File: src/rtl/register_writeback_pkg.sv
// rtl/register_writeback_pkg.sv - shared types for the writeback merge stage
// Purpose: register-file write port, late-unit input and hazard output types.
`timescale 1ns/1ps
package register_writeback_pkg;

  localparam int XLEN    = 32;
  localparam int REGA_W  = 5;

  // Single write port into the integer register file.
  typedef struct packed {
    logic              wren;
    logic [REGA_W-1:0] waddr;
    logic [XLEN-1:0]   wdata;
  } register_write_in_type;

  // Result presented by a long-latency unit.
  typedef struct packed {
    logic              valid;
    logic [REGA_W-1:0] waddr;
    logic [XLEN-1:0]   wdata;
  } late_in_type;

  typedef struct packed {
    logic hazard1;
    logic hazard2;
  } hazard_out_type;

  // x0 is hardwired to zero; writes to it are discarded.
  function automatic logic is_x0(input logic [REGA_W-1:0] a);
    return a == '0;
  endfunction

endpackage

File: src/rtl/register_writeback_fifo.sv
// rtl/register_writeback_fifo.sv - late-result FIFO for the writeback merge stage
// Purpose: in-order circular buffer of pending late register writes.
// Ports:
//   clk, rst_i                     clock, synchronous active-high reset
//   push_i, push_waddr_i/wdata_i   enqueue one result (ignored when full)
//   pop_i                          dequeue the head (ignored when empty)
//   head_waddr_o, head_wdata_o     oldest pending entry
//   full_o, empty_o                occupancy flags
//   entry_valid_o, entry_waddr_o   per-slot view for the hazard compare
`timescale 1ns/1ps
module writeback_fifo
  import register_writeback_pkg::*;
#(
  parameter  int DEPTH = 4,
  localparam int PW    = $clog2(DEPTH),
  localparam int CW    = PW + 1
) (
  input  logic                         clk,
  input  logic                         rst_i,
  input  logic                         push_i,
  input  logic [REGA_W-1:0]            push_waddr_i,
  input  logic [XLEN-1:0]              push_wdata_i,
  input  logic                         pop_i,
  output logic [REGA_W-1:0]            head_waddr_o,
  output logic [XLEN-1:0]              head_wdata_o,
  output logic                         full_o,
  output logic                         empty_o,
  output logic [DEPTH-1:0]             entry_valid_o,
  output logic [DEPTH-1:0][REGA_W-1:0] entry_waddr_o
);

  logic [PW-1:0]                  wr_ptr_q, wr_ptr_d;
  logic [PW-1:0]                  rd_ptr_q, rd_ptr_d;
  logic [CW-1:0]                  count_q, count_d;
  logic [DEPTH-1:0]               valid_q;
  logic [DEPTH-1:0][REGA_W-1:0]   waddr_q;
  logic [XLEN-1:0]                wdata_q [DEPTH];
  logic                           do_push, do_pop;

  assign full_o  = (count_q == CW'(DEPTH));
  assign empty_o = (count_q == '0);
  assign do_push = push_i && !full_o;
  assign do_pop  = pop_i && !empty_o;

  assign head_waddr_o  = waddr_q[rd_ptr_q];
  assign head_wdata_o  = wdata_q[rd_ptr_q];
  assign entry_valid_o = valid_q;
  assign entry_waddr_o = waddr_q;

  // Pointers are exactly PW bits wide so they wrap on their own.
  always_comb begin
    wr_ptr_d = wr_ptr_q;
    rd_ptr_d = rd_ptr_q;
    count_d  = count_q;
    if (do_push) wr_ptr_d = wr_ptr_q + 1'b1;
    if (do_pop)  rd_ptr_d = rd_ptr_q + 1'b1;
    case ({do_push, do_pop})
      2'b10:   count_d = count_q + 1'b1;
      2'b01:   count_d = count_q - 1'b1;
      default: count_d = count_q;
    endcase
  end

  // Push and pop never hit the same slot: equal pointers mean empty (no pop)
  // or full (no push).
  always_ff @(posedge clk) begin
    if (rst_i) begin
      wr_ptr_q <= '0;
      rd_ptr_q <= '0;
      count_q  <= '0;
      valid_q  <= '0;
    end else begin
      wr_ptr_q <= wr_ptr_d;
      rd_ptr_q <= rd_ptr_d;
      count_q  <= count_d;
      if (do_push) begin
        valid_q[wr_ptr_q] <= 1'b1;
        waddr_q[wr_ptr_q] <= push_waddr_i;
        wdata_q[wr_ptr_q] <= push_wdata_i;
      end
      if (do_pop) begin
        valid_q[rd_ptr_q] <= 1'b0;
      end
    end
  end

endmodule

File: src/rtl/register_writeback.sv
// rtl/register_writeback.sv - merges pipeline and late results onto the register file write port
// Purpose: pipeline commits win the single write port; late results queue in a
// FIFO and drain in idle slots. Pending-write hazards are exported to decode.
// Ports:
//   clk, rst                          clock, synchronous active-high reset
//   pipe_wren/waddr/wdata             in-order pipeline commit
//   late_valid/ready/waddr/wdata      late-unit result handshake
//   raddr1, raddr2 / hazard1, hazard2 decode source compare and stall flags
//   register_win                      registered write port to the register file
`timescale 1ns/1ps
module register_writeback
  import register_writeback_pkg::*;
#(
  parameter int DEPTH = 4
) (
  input  logic                  clk,
  input  logic                  rst,
  input  logic                  pipe_wren,
  input  logic [REGA_W-1:0]     pipe_waddr,
  input  logic [XLEN-1:0]       pipe_wdata,
  input  logic                  late_valid,
  output logic                  late_ready,
  input  logic [REGA_W-1:0]     late_waddr,
  input  logic [XLEN-1:0]       late_wdata,
  input  logic [REGA_W-1:0]     raddr1,
  input  logic [REGA_W-1:0]     raddr2,
  output logic                  hazard1,
  output logic                  hazard2,
  output register_write_in_type register_win
);

  late_in_type                  late_in;
  hazard_out_type               hz;
  register_write_in_type        out_q, out_d;
  logic                         pipe_eff;
  logic                         late_push;
  logic                         pop_req;
  logic                         fifo_full, fifo_empty;
  logic [REGA_W-1:0]            head_waddr;
  logic [XLEN-1:0]              head_wdata;
  logic [DEPTH-1:0]             entry_valid;
  logic [DEPTH-1:0][REGA_W-1:0] entry_waddr;

  assign late_in    = '{valid: late_valid, waddr: late_waddr, wdata: late_wdata};
  assign late_ready = !rst && !fifo_full;

  // x0 results complete the handshake but are simply not stored.
  assign late_push = late_in.valid && late_ready && !is_x0(late_in.waddr);
  assign pipe_eff  = pipe_wren && !is_x0(pipe_waddr);
  assign pop_req   = !pipe_eff && !fifo_empty;

  writeback_fifo #(.DEPTH(DEPTH)) u_fifo (
    .clk           (clk),
    .rst_i         (rst),
    .push_i        (late_push),
    .push_waddr_i  (late_in.waddr),
    .push_wdata_i  (late_in.wdata),
    .pop_i         (pop_req),
    .head_waddr_o  (head_waddr),
    .head_wdata_o  (head_wdata),
    .full_o        (fifo_full),
    .empty_o       (fifo_empty),
    .entry_valid_o (entry_valid),
    .entry_waddr_o (entry_waddr)
  );

  // Idle slots keep waddr/wdata and only drop wren.
  always_comb begin
    out_d      = out_q;
    out_d.wren = 1'b0;
    if (pipe_eff) begin
      out_d = '{wren: 1'b1, waddr: pipe_waddr, wdata: pipe_wdata};
    end else if (pop_req) begin
      out_d = '{wren: 1'b1, waddr: head_waddr, wdata: head_wdata};
    end
  end

  always_ff @(posedge clk) begin
    if (rst) out_q <= '0;
    else     out_q <= out_d;
  end

  assign register_win = out_q;

  // The output stage counts as pending until its write lands in the file.
  always_comb begin
    hz = '0;
    for (int i = 0; i < DEPTH; i++) begin
      if (entry_valid[i] && entry_waddr[i] == raddr1) hz.hazard1 = 1'b1;
      if (entry_valid[i] && entry_waddr[i] == raddr2) hz.hazard2 = 1'b1;
    end
    if (out_q.wren && out_q.waddr == raddr1) hz.hazard1 = 1'b1;
    if (out_q.wren && out_q.waddr == raddr2) hz.hazard2 = 1'b1;
    if (is_x0(raddr1)) hz.hazard1 = 1'b0;
    if (is_x0(raddr2)) hz.hazard2 = 1'b0;
  end

  assign hazard1 = hz.hazard1;
  assign hazard2 = hz.hazard2;

endmodule
File: config.mk
export PLATFORM = sky130hd
export DESIGN_NAME = register_writeback
export DESIGN_NICKNAME = d
export VERILOG_FILES = /design/src/rtl/register_writeback_pkg.sv /design/src/rtl/register_writeback_fifo.sv /design/src/rtl/register_writeback.sv
export SDC_FILE = /design/constraint.sdc
export NUM_CORES = 1
export LEC_CHECK = 0
export CAP_MARGIN = 25
export CORE_ASPECT_RATIO = 1.2
export CORE_UTILIZATION = 35
export DETAILED_ROUTE_END_ITERATION = 12
export PLACE_DENSITY_LB_ADDON = 0.15
export REMOVE_ABC_BUFFERS = 1
export SLEW_MARGIN = 30
export SYNTH_ARGS = -nofsm -noshare
export SYNTH_HDL_FRONTEND = slang
export SYNTH_SLANG_ARGS = --single-unit
export TNS_END_PERCENT = 10
File: constraint.sdc
create_clock -name clk -period 2.9 [get_ports clk]
set_input_delay 0.435 -clock clk [delete_from_list [all_inputs] [get_ports clk]]
set_output_delay 0.435 -clock clk [all_outputs]
set_load 0.03 [all_outputs]
# Yosys cells after proc, flatten, opt, wreduce, memory -nomap -nowiden
# Memories as Yosys holds them, arrays and structs flattened. A register that Yosys moved wholly into a read port is not among the register bits.
# Index checks and enable logic that the tools add are counted.
totals:
  ram_bits: 128
  n_memories: 1
  input_bits: 88
  ff_bits: 69
  word_cells: 102
mem_list:
  columns: ["name", "words", "word_bits", "rd", "rd_ports_with_merged_regs", "wr", "line", "source"]
  rows:
  - ["u_fifo.wdata_q", 4, 32, 1, 1, 1, "register_writeback_fifo.sv:37", "logic [XLEN-1:0] wdata_q [DEPTH];"]
classes:
  magnitude_cmp: 4
  n_addsub: 4
  n_mux: 32
  n_reduce_logical: 33
  n_eq_ne: 13
  n_bitwise: 4
op_table:
  columns: ["op", "n"]
  rows:
  - ["38-bit two-way mux", 2]
  - ["5-bit == test", 10]
  - ["20-bit bitwise mux", 1]
  - ["5-bit zero test", 4]
  - ["1-bit logical AND", 19]
  - ["1-bit two-way mux", 17]
  - ["4-bit two-way mux", 3]
  - ["5-bit binary-select mux with 2-bit select", 1]
  - ["5-bit demux with 2-bit select", 1]
  - ["5-bit two-way mux", 2]
  - ["1-bit zero test", 6]
  - ["2-bit by 3-bit less-than comparator with 1-bit output, second input constant", 2]
  - ["3-bit one-hot mux with 2 select lines", 1]
  - ["2-bit by 1-bit adder with 2-bit output, second input constant", 2]
  - ["4-bit bitwise AND", 1]
  - ["1-bit demux with 2-bit select", 2]
  - ["2-bit by 1-bit greater-or-equal comparator with 1-bit output, second input constant", 2]
  - ["2-bit two-way mux", 2]
  - ["4-bit inverter", 1]
  - ["4-bit OR", 1]
  - ["2-bit nonzero test", 2]
  - ["3-bit by 1-bit adder with 3-bit output, second input constant", 1]
  - ["3-bit == test, second input constant", 1]
  - ["3-bit zero test", 1]
  - ["5 further kinds", 5]

# Longest topological paths before layout
# Gate-level depths: netlist of the first run.
depth:
  word_depth: 10
  ltp_mapped: 9
  ltp_nobuf: 9

# Hierarchy
# From an unflattened synthesis of the first run, not the netlist that was laid out.
unflattened:
  cells_unflattened: 529
  hier_area_um2: 8445.6
modules_own_cells:
  columns: ["mod", "seq_area_each_um2", "n_inst", "cells_per_inst", "area_each_um2"]
  rows:
  - ["writeback_fifo", 4704.5, 1, 266, 6004.5]
  - ["register_writeback", 760.7, 1, 263, 2441.1]

# Worst setup path before layout of the first run
# No wires, ideal clock.
synth_path:
  path_kind: "in2reg"
  start: "input port rst"
  end: "register u_fifo.waddr_q, in the netlist u_fifo.entry_waddr_o[0] (enable)"
  arrival_time_ns: 2.456
  setup_time_ns: 0.399
  path_buffers: 1
  path_slack_ns: 0.046
  path_stages: 4
  path_cell_list: "clkbuf_1 -> a21oi_1 -> o311a_1 -> and2_1"
synth_via:
  elab_chain_cells: 6
  word_cells_on_any_way: 7
synth_lines:
  columns: ["element", "line", "source"]
  rows:
  - ["start, declared", "register_writeback.sv:17", "input logic rst,"]
  - ["1-bit zero test", "register_writeback.sv:45", "assign late_ready = !rst && !fifo_full;"]
  - ["1-bit logical AND", "register_writeback.sv:45", null]
  - ["named net late_ready", "register_writeback.sv:22", "output logic late_ready,"]
  - ["1-bit logical AND (2 in a row)", "register_writeback.sv:48", "assign late_push = late_in.valid && late_ready && !is_x0(late_in.waddr);"]
  - ["1-bit logical AND", "register_writeback_fifo.sv:42", "assign do_push = push_i && !full_o;"]
  - ["2-bit AND reduction (no line)", null, null]
  - ["end signal, assigned by index", "register_writeback_fifo.sv:78", "waddr_q[wr_ptr_q] <= push_waddr_i;"]
  - ["end, declared", "register_writeback_fifo.sv:36", "logic [DEPTH-1:0][REGA_W-1:0] waddr_q;"]
# The timed path passes the listed nets, and every way through them passes these cells.
# A chain may end at the register's enable or synchronous reset.

# Worst setup path in the final report of the first run
layout_path:
  start: "input port raddr2[3]"
  end: "output port hazard2"
layout_via:
  elab_chain_cells: 8
  word_cells_on_any_way: 17
layout_lines:
  columns: ["element", "line", "source"]
  rows:
  - ["start, declared", "register_writeback.sv:26", "input logic [REGA_W-1:0] raddr2,"]
  - ["5-bit == test", "register_writeback.sv:90", "if (entry_valid[i] && entry_waddr[i] == raddr2) hz.hazard2 = 1'b1;"]
  - ["1-bit logical AND", "register_writeback.sv:90", null]
  - ["1-bit two-way mux (4 in a row)", "register_writeback.sv:90", null]
  - ["1-bit two-way mux", "register_writeback.sv:93", "if (out_q.wren && out_q.waddr == raddr2) hz.hazard2 = 1'b1;"]
  - ["1-bit two-way mux (*)", "register_writeback.sv:95", "if (is_x0(raddr2)) hz.hazard2 = 1'b0;"]
  - ["end, declared", "register_writeback.sv:28", "output logic hazard2,"]
# Mark *: on every way between the ends. The rest lies on a longest branch, timed or not.

==> results of run 1 <==
cells in the mapped netlist:
cell type,number
sky130_fd_sc_hd__nor2_1,45
sky130_fd_sc_hd__buf_2,9
sky130_fd_sc_hd__buf_1,1
sky130_fd_sc_hd__or4_1,3
sky130_fd_sc_hd__o31a_1,1
sky130_fd_sc_hd__clkbuf_1,20
sky130_fd_sc_hd__and2_1,4
sky130_fd_sc_hd__mux2i_1,38
sky130_fd_sc_hd__buf_6,3
sky130_fd_sc_hd__edfxtp_1,148
sky130_fd_sc_hd__buf_4,5
sky130_fd_sc_hd__a211oi_2,30
sky130_fd_sc_hd__mux2_2,1
sky130_fd_sc_hd__a211oi_1,6
sky130_fd_sc_hd__a21oi_1,7
sky130_fd_sc_hd__o21a_1,4
sky130_fd_sc_hd__a22oi_1,1
sky130_fd_sc_hd__xor2_1,41
sky130_fd_sc_hd__ha_1,9
sky130_fd_sc_hd__o21ai_2,1
sky130_fd_sc_hd__nor4_1,10
sky130_fd_sc_hd__dfxtp_1,51
sky130_fd_sc_hd__o311a_1,1
sky130_fd_sc_hd__xnor2_1,13
sky130_fd_sc_hd__or3_1,2
sky130_fd_sc_hd__o21ai_0,2
sky130_fd_sc_hd__nand2_1,4
sky130_fd_sc_hd__fa_1,1
sky130_fd_sc_hd__inv_1,5
sky130_fd_sc_hd__nand3_1,12
sky130_fd_sc_hd__mux4_2,37
sky130_fd_sc_hd__o22a_1,2
sky130_fd_sc_hd__nor3_1,1
worst max path at each step:
stage	slack (ns)	from	end
floorplan	-2.03	u_fifo.count_q[0]$_SDFFE_PP0P_	register_win[36]$_SDFFE_PP0P_
global placement	0.07	pipe_waddr[1]	u_fifo.count_q[2]$_SDFFE_PP0P_
detailed placement	0.02	pipe_waddr[1]	u_fifo.count_q[2]$_SDFFE_PP0P_
CTS	0.23	raddr1[3]	hazard1
global route	0.15	raddr1[3]	hazard1
finish	0.26	raddr2[3]	hazard2
cell type report:
type | count | area (µm²)
Fill cell | 2083 | 12650
Inverter | 5 | 18.77
Clock inverter | 13 | 187.7
Sequential cell | 199 | 5468
Timing Repair Buffer | 149 | 1504
Tap cell | 315 | 394.1
Clock buffer | 18 | 439.2
Multi-Input combinational cell | 276 | 2768
stage by stage:
step                      total power [mW]  util [%]  area [µm²]  setup TNS, ns
after floorplan                      4.905         -        8234         -80.99
after global placement               5.998     43.33       10150              0
after detailed placement             6.032     43.33       10150              0
after CTS                            8.508     46.00       10780              0
after global routing                 8.776     46.00       10780              0
final                                8.360     46.00       10780              0
sequential cells by signal, indices dropped and copies added, names as in the netlist, named ones only:
register / flops
u_fifo.entry_valid_o: 4
u_fifo.wdata_q: 128
u_fifo.wr_ptr_q: 2
u_fifo.entry_waddr_o: 20
u_fifo.rd_ptr_q: 2
u_fifo.count_q: 3
register_win: 38
routing by layer:
metal,GRT usage [%],vias up,part of all wire [%]
met5,0,-,0
met4,4.903,0,1.1
met3,3.766,13,4.2
met2,28.22,108,51
met1,21.13,2377,44
li1,-,2240,-
logic make-up after synthesis:
family	after synthesis	synth area share, %
AOI/OAI and AO/OA	55	6.501
muxes	76	14.53
DFF	199	64.84
and+or+nand+nor	81	4.408
adders and majority gates	10	1.573
xor gates and xnor gates	54	5.611
buffers and inverters	43	2.538
report_power, final:
group	leakage (nW)	switching (mW)	internal (mW)
registers	1.77	0.194	3.29
logic	1.66	1.21	1.22
clock network	0.303	1.11	1.34
critical path, delay by kind of cell:
kind,cells,cell delay [ns]
xor gates and xnor gates,1,0.24
AOI/OAI and AO/OA,1,0.16
and+or+nand+nor,3,0.58
buffers and inverters,2,0.79
==> flow_results.org, run 1 <==
** Clock network
- After clock tree synthesis, the clock-pin slew on the worst setup and hold paths is 0.07 ns.
- Counting every sink on the clock net gives between 150 and 200.
- Number of buffers inserted to repair setup after CTS :: 0
- H-tree levels :: 4
- Clock Latency Late Sink :: roughly 0.43 ns
- Post-cts gate resize count :: 0
- Largest buffer count on any clock path :: 2
- CTS Root Cell :: sky130_fd_sc_hd__clkbuf_16
- Count of hold buffers inserted by post-cts repair :: 0
- The number of clock buffers added by TritonCTS is 17.
- TritonCTS built the clock tree.

** Worst setup path
- At the worst endpoint, the arrival time is about 2.2 ns.
- Crit end category :: output pin
- Crit Path Class :: input port to output pin
- R2r endpoint :: u_fifo.count_q[2]$_SDFFE_PP0P_
- Crit path largest cell delay :: between 0.6 and 0.7 ns
- Walking the worst path, the cells encountered are clkdlybuf4s50_1, xor2_1, nor4_1, nand3_1, nand3_1, o22a_1, buf_4.
- STA puts the critical path data required time at between 2 and 2.5 ns.
- Across all register-to-register paths, the minimum setup slack is between 0.4 and 0.5 ns.
- The slowest stage of the critical path belongs to the cell sky130_fd_sc_hd__clkdlybuf4s50_1.
- By instance count, the cell type seen most on the critical path is sky130_fd_sc_hd__nand3_1.
- In this run the critical register-to-register path is launched from u_fifo.count_q[0]$_SDFFE_PP0P_.
- STA classifies the critical path startpoint as an input port.
- Worst Reg2Reg Path Length in Cells :: 9
- Worst-path maximum fanout :: 6

** Pwr
- Dividing total power by cell area gives a power density of 775.6 nW/µm².
- VDD sags by at most 0.4127 mV.
- For this design the static power due to leakage is around 3.7 nW.

** Routing
- Routed Wire Length :: about 19000 µm
- Average via count per standard cell :: between 4 and 5
- Via count :: approximately 4.7k
- Drt first-iter violations :: 165
- Routed len/inst :: roughly 20 µm
- First-pass DRT Iterations :: 4
- Once detail routing completed, the nets flagged for antenna violations numbered 0.
- Drc violations :: 0

** Finish
- At the end of the flow, the number of nets in the layout was about 750.
- Synthesis-to-finish area growth :: 27.88%
- Antenna Cells :: 0
- Post-layout instance count excluding filler cells :: 975
- Leaving out fill and tap cells, the most frequent cells in the layout are 148 x sky130_fd_sc_hd__edfxtp_1, 125 x sky130_fd_sc_hd__clkdlybuf4s50_1, 49 x sky130_fd_sc_hd__dfxtp_1.
- Leaving out fill and tap cells, the most frequent cell in the layout is sky130_fd_sc_hd__edfxtp_1.
- Cells with a size suffix above 1 make up 19.85% of the layout.

** Timing
- The number of hold violations in the final report was 0.
- For the pin with the worst max-slew slack, the measured transition is between 0.8 and 0.9 ns.
- Subtracting the final worst setup slack from the clock period gives 2.637 ns.
- Worst hold slack across all endpoints :: between 0.5 and 0.6 ns
- Static timing analysis puts the maximum clock frequency at ~380 MHz.
- RSZ-0062 raised after global routing :: false
- Number of max-slew violations in the final report :: 0
- Setup slack closes at between 0.2 and 0.3 ns.
- Setup violations remaining at the end of the flow were counted as 0.
- Maximum clock skew at final layout :: between 0.008 and 0.009 ns
- In the finished design, the share of the clock period the worst path needs comes to around nine tenths.
- Headroom to the max-slew limit :: 44.32%

** Min path
- The worst hold path passes through 2 cells.
- In this run the worst hold path is classified as flop to flop.
- Hold worst-path end :: u_fifo.count_q[2]$_SDFFE_PP0P_
- In this run the most critical hold path is launched from u_fifo.count_q[2]$_SDFFE_PP0P_.

** Yosys
- Post-Synthesis Mean Instance Area :: about 16 µm²
- Ranked by total cell area, the synthesized netlist is headed by sky130_fd_sc_hd__edfxtp_1 53%, sky130_fd_sc_hd__dfxtp_1 12%, sky130_fd_sc_hd__mux4_2 9.9%, sky130_fd_sc_hd__mux2i_1 4.5%, sky130_fd_sc_hd__a211oi_2 4.5%.
- Synthesis produced a netlist whose cell count is a little over 500.
- The share of synthesized area in the top cell type comes to a little over half.
- Yosys printed 0 warnings.
- Post-synth cell types :: 33
- Sequential share of the synthesized area :: around 65%
- Count of state elements after synthesis :: 199
- Library cell with the largest summed area after synthesis :: sky130_fd_sc_hd__edfxtp_1
- Area of the mapped netlist :: between 8000 and 9000 µm²

** Flow run
- Max-cap violations in this run came to 0.

** Placed design
- The wire-length estimate of the detail-placed layout is 13150 µm.
- Input and output buffers added on the ports amount to 128.
- Timing analysis after detailed placement gives a worst setup slack of between 0.02 and 0.025 ns.
- Global placement routability congestion :: 0.7961
- Once placement completed, the tool counted placed cells totaling ~940.

** Floorplan
- DIE AREA :: 24710 µm²
- Height of the die :: between 150 and 200 µm
- The die is 143.7 µm wide.
- Number of placed I/O pins :: 129
- For this configuration, the core starts out at a cell density of a little over a third.
- The floorplan has slightly above 60 rows.
- Floorplan Core Area :: approximately 23000 µm²

** Global route
- Global-route wire length before repair :: a little under 30000 µm
- The number of antenna violations at the first check in global routing was 0.
- Entering global routing, the biggest net connects between 50 and 60 pins.
- Number of global-route vias before repair :: 5087
- For this run, the total global-route usage over all layers was measured as between 15 and 20%.
- Remaining Overflow, GRT :: 0

** Status
- Result of the run :: complete, no violations
Note: power is estimated with default switching activity, not from simulation.
==> run 2, diff against run 1 <==
--- a/config.mk
+++ b/config.mk
@@ -6,7 +6,6 @@
 export NUM_CORES = 1
 export LEC_CHECK = 0
 export CAP_MARGIN = 25
-export CORE_ASPECT_RATIO = 1.2
 export CORE_UTILIZATION = 35
 export DETAILED_ROUTE_END_ITERATION = 12
 export PLACE_DENSITY_LB_ADDON = 0.15
==> run 2 against run 1 <==
Net effect: fmax about the same; combinational power about the same; non-clock buffer count down 1; global-route usage down 0.91 points; hold slack worse by 0.0025 ns; via count up 0.78%; critical path depth unchanged; design area down 1.2%; critical path type unchanged; largest cell class unchanged.
==> flow_results.org, run 2 (synthesized netlist as in run 1, its figures left out) <==
** Clock network
- Post-cts gate resize count :: 0
- TritonCTS created 17 clock buffers.
- CTS Root Cell :: sky130_fd_sc_hd__clkbuf_16
- CTS tree :: done
- Largest buffer count on any clock path :: 2
- Clock Latency Late Sink :: 0.43 ns
- Number of buffers inserted to repair setup after CTS :: 0
- The number of hold buffers added after CTS was 0.
- Sink count of the clock tree :: between 150 and 200
- After clock tree synthesis, the clock-pin slew on the worst setup and hold paths is 0.07 ns.
- In this run the number of H-tree levels came out at 4.

** Worst setup path
- The largest single stage delay on the critical path is approximately 0.6 ns.
- Data arrives at the worst endpoint at ~2.2 ns.
- Data on the critical path is required at its endpoint by 2.47 ns.
- Family with the most delay on the worst path :: buffers and inverters
- Worst Reg2Reg Path Length in Cells :: 9
- Nature of the critical path startpoint :: input port
- CP cell instances :: clkdlybuf4s50_1, xor2_1, nor4_1, nand3_1, nand2_1, o22a_1, buf_4
- In this run the worst path has a maximum fanout of 6.
- Crit Path Class :: input port to output pin
- STA classifies the critical path endpoint as an output pin.
- The critical path crosses 7 cells after its start point.
- Slowest library cell on the worst path :: sky130_fd_sc_hd__clkdlybuf4s50_1
- Together, buffers and inverters on the worst path number 2.

** Routing
- The final route contains between 4k and 5k vias.
- The first TritonRoute pass finished after 4 iterations.
- In the routed layout, each cell is associated on average with a via count of 4.882.
- Dividing the detail-routed wire length by the instance count gives roughly 19 µm.
- Count of nets left with antenna violations after detail routing :: 0
- Drt first-iter violations :: roughly 210
- The routed design has between 15000 and 20000 µm of wire.
- Drc violations :: 0

** Placed design
- Quantity of I/O buffers inserted on ports :: 128
- Summed over all nets, the half-perimeter wirelength after detailed placement is around 12000 µm.
- Global placement routability congestion :: roughly 0.86
- Placed insts :: 947
- Dpl cell area :: between 10000 and 15000 µm²

** Floorplan
- The die covers between 20000 and 25000 µm².
- Floorplan Core Area :: 23540 µm²
- In this run the core area contains 56 standard-cell rows.
- Number of placed I/O pins :: 129
- The initial utilization of the core area, before any placement, comes to 35.80%.
- Horizontal extent of the die :: 157.2 µm
- Height of the die :: roughly 160 µm

** Min path
- Counting instances, the worst hold path has a depth of 1.
- In this run the worst hold path is classified as flop to flop.

** Global route
- Pin count of the biggest net entering global routing :: approximately 50
- Global routing finished with a remaining overflow of 0.
- Total routing resource utilization after global routing :: between 10% and 20%
- The number of antenna violations at the first check in global routing came to 0.
- The via count of the first global-routing pass is 5012.
- The first global-routing pass estimated ~28000 µm of wire.

** Finish
- From synthesis to final layout, the design area changed by 26.33%.
- Reg with most FFs :: u_fifo.wdata_q
- Fin area :: around 11000 µm²
- The register with the most flip-flops in the layout has roughly 130 of them.
- Commonest non-fill, non-tap cells in the layout :: 148 x sky130_fd_sc_hd__edfxtp_1, 125 x sky130_fd_sc_hd__clkdlybuf4s50_1, 49 x sky130_fd_sc_hd__dfxtp_1
- Antenna Cells :: 0
- Commonest non-fill, non-tap cell in the layout :: sky130_fd_sc_hd__edfxtp_1
- Share of layout cells above drive strength 1 :: between 10% and 20%
- Finished Core Util :: between 40 and 50%
- Post-layout instance count excluding filler cells :: between 900 and 1k
- For this run, the post-layout net count is roughly 750.

** Timing
- The worst path in the final design needs a cycle of between 2 and 3 ns, including I/O delays and setup.
- Headroom to the max-slew limit came out at between 40% and 50%.
- At the pin with the least slew margin, the transition time is around 0.81 ns.
- RSZ-0062 raised after global routing :: false
- The number of pins exceeding their max-slew limit in the final report is 0.
- The number of hold violations in the final report was 0.
- Timing would allow up to around 380 MHz.
- Maximum clock skew at final layout :: approximately 0.01 ns
- Worst hold slack across all endpoints :: approximately 0.54 ns
- Final setup fails :: 0
- Final critical-path share of the clock period :: roughly 90%

** Pwr
- VDD sags by at most between 0.3 and 0.4 mV.
- Overall power consumption :: approximately 8.2 mW
- Reported leakage power :: 3.677 nW
- Dividing total power by cell area gives a power density of a little under 800 nW/µm².

** Flow run
- Max-cap violations :: 0

** Status
- The run finished with clean final reports.
[run 2: final cells by class]
class | instances | area, µm²
clock inverter | 14 | 136.4
fill | 2111 | 12890
timing repair buffer | 148 | 1434
clock buffer | 17 | 425.4
sequential | 199 | 5468
inverter | 5 | 18.77
tap | 319 | 399.1
multi-input combinational | 276 | 2768
[run 2: final timing paths]
| path | end | slack (ns) | start |
|---|---|---|---|
| worst max-delay path | hazard2 | 0.26 | raddr2[3] |
| worst min-delay path | u_fifo.entry_valid_o[3]$_SDFF_PP0_ | 0.54 | u_fifo.entry_valid_o[3]$_SDFF_PP0_ |
| worst max register to register | u_fifo.count_q[2]$_SDFFE_PP0P_ | 0.47 | u_fifo.count_q[0]$_SDFFE_PP0P_ |
| worst min register to register | u_fifo.entry_valid_o[3]$_SDFF_PP0_ | 0.54 | u_fifo.entry_valid_o[3]$_SDFF_PP0_ |
[run 2: report_power, final]
part / internal [mW] / switching (mW)
Combinational: 1.20 / 1.22
Clock: 1.21 / 1.08
Sequential: 3.29 / 0.197
Total: 5.69 / 2.49
[run 2: worst reg2reg max path, delay by kind of cell, from the launching register on]
| kind | cells | cell delay (ns) |
|---|---|---|
| buffers and inverters | 1 | 0.05 |
| DFF | 1 | 0.47 |
| and+or+nand+nor | 2 | 0.40 |
| xor gates and xnor gates | 1 | 0.15 |
| AOI/OAI and AO/OA | 3 | 0.66 |
| adders and majority gates | 2 | 0.65 |
[run 2: stage by stage]
step	setup slack [ns]	TNS [ns]
after global routing	0.1115	0
final	0.2613	0
after CTS	0.2691	0
after global placement	0.02277	0
after floorplan	-2.030	-80.99
after detailed placement	0.01378	0
[run 2: routing by layer]
layer | vias to the layer above | wire, µm | GRT usage (%)
li1 | 2235 | - | -
met1 | 2397 | 8178 | 20.10
met2 | 125 | 8937 | 26.23
met3 | 18 | 1004 | 3.992
met4 | 0 | 244 | 4.623
met5 | - | 0 | 0
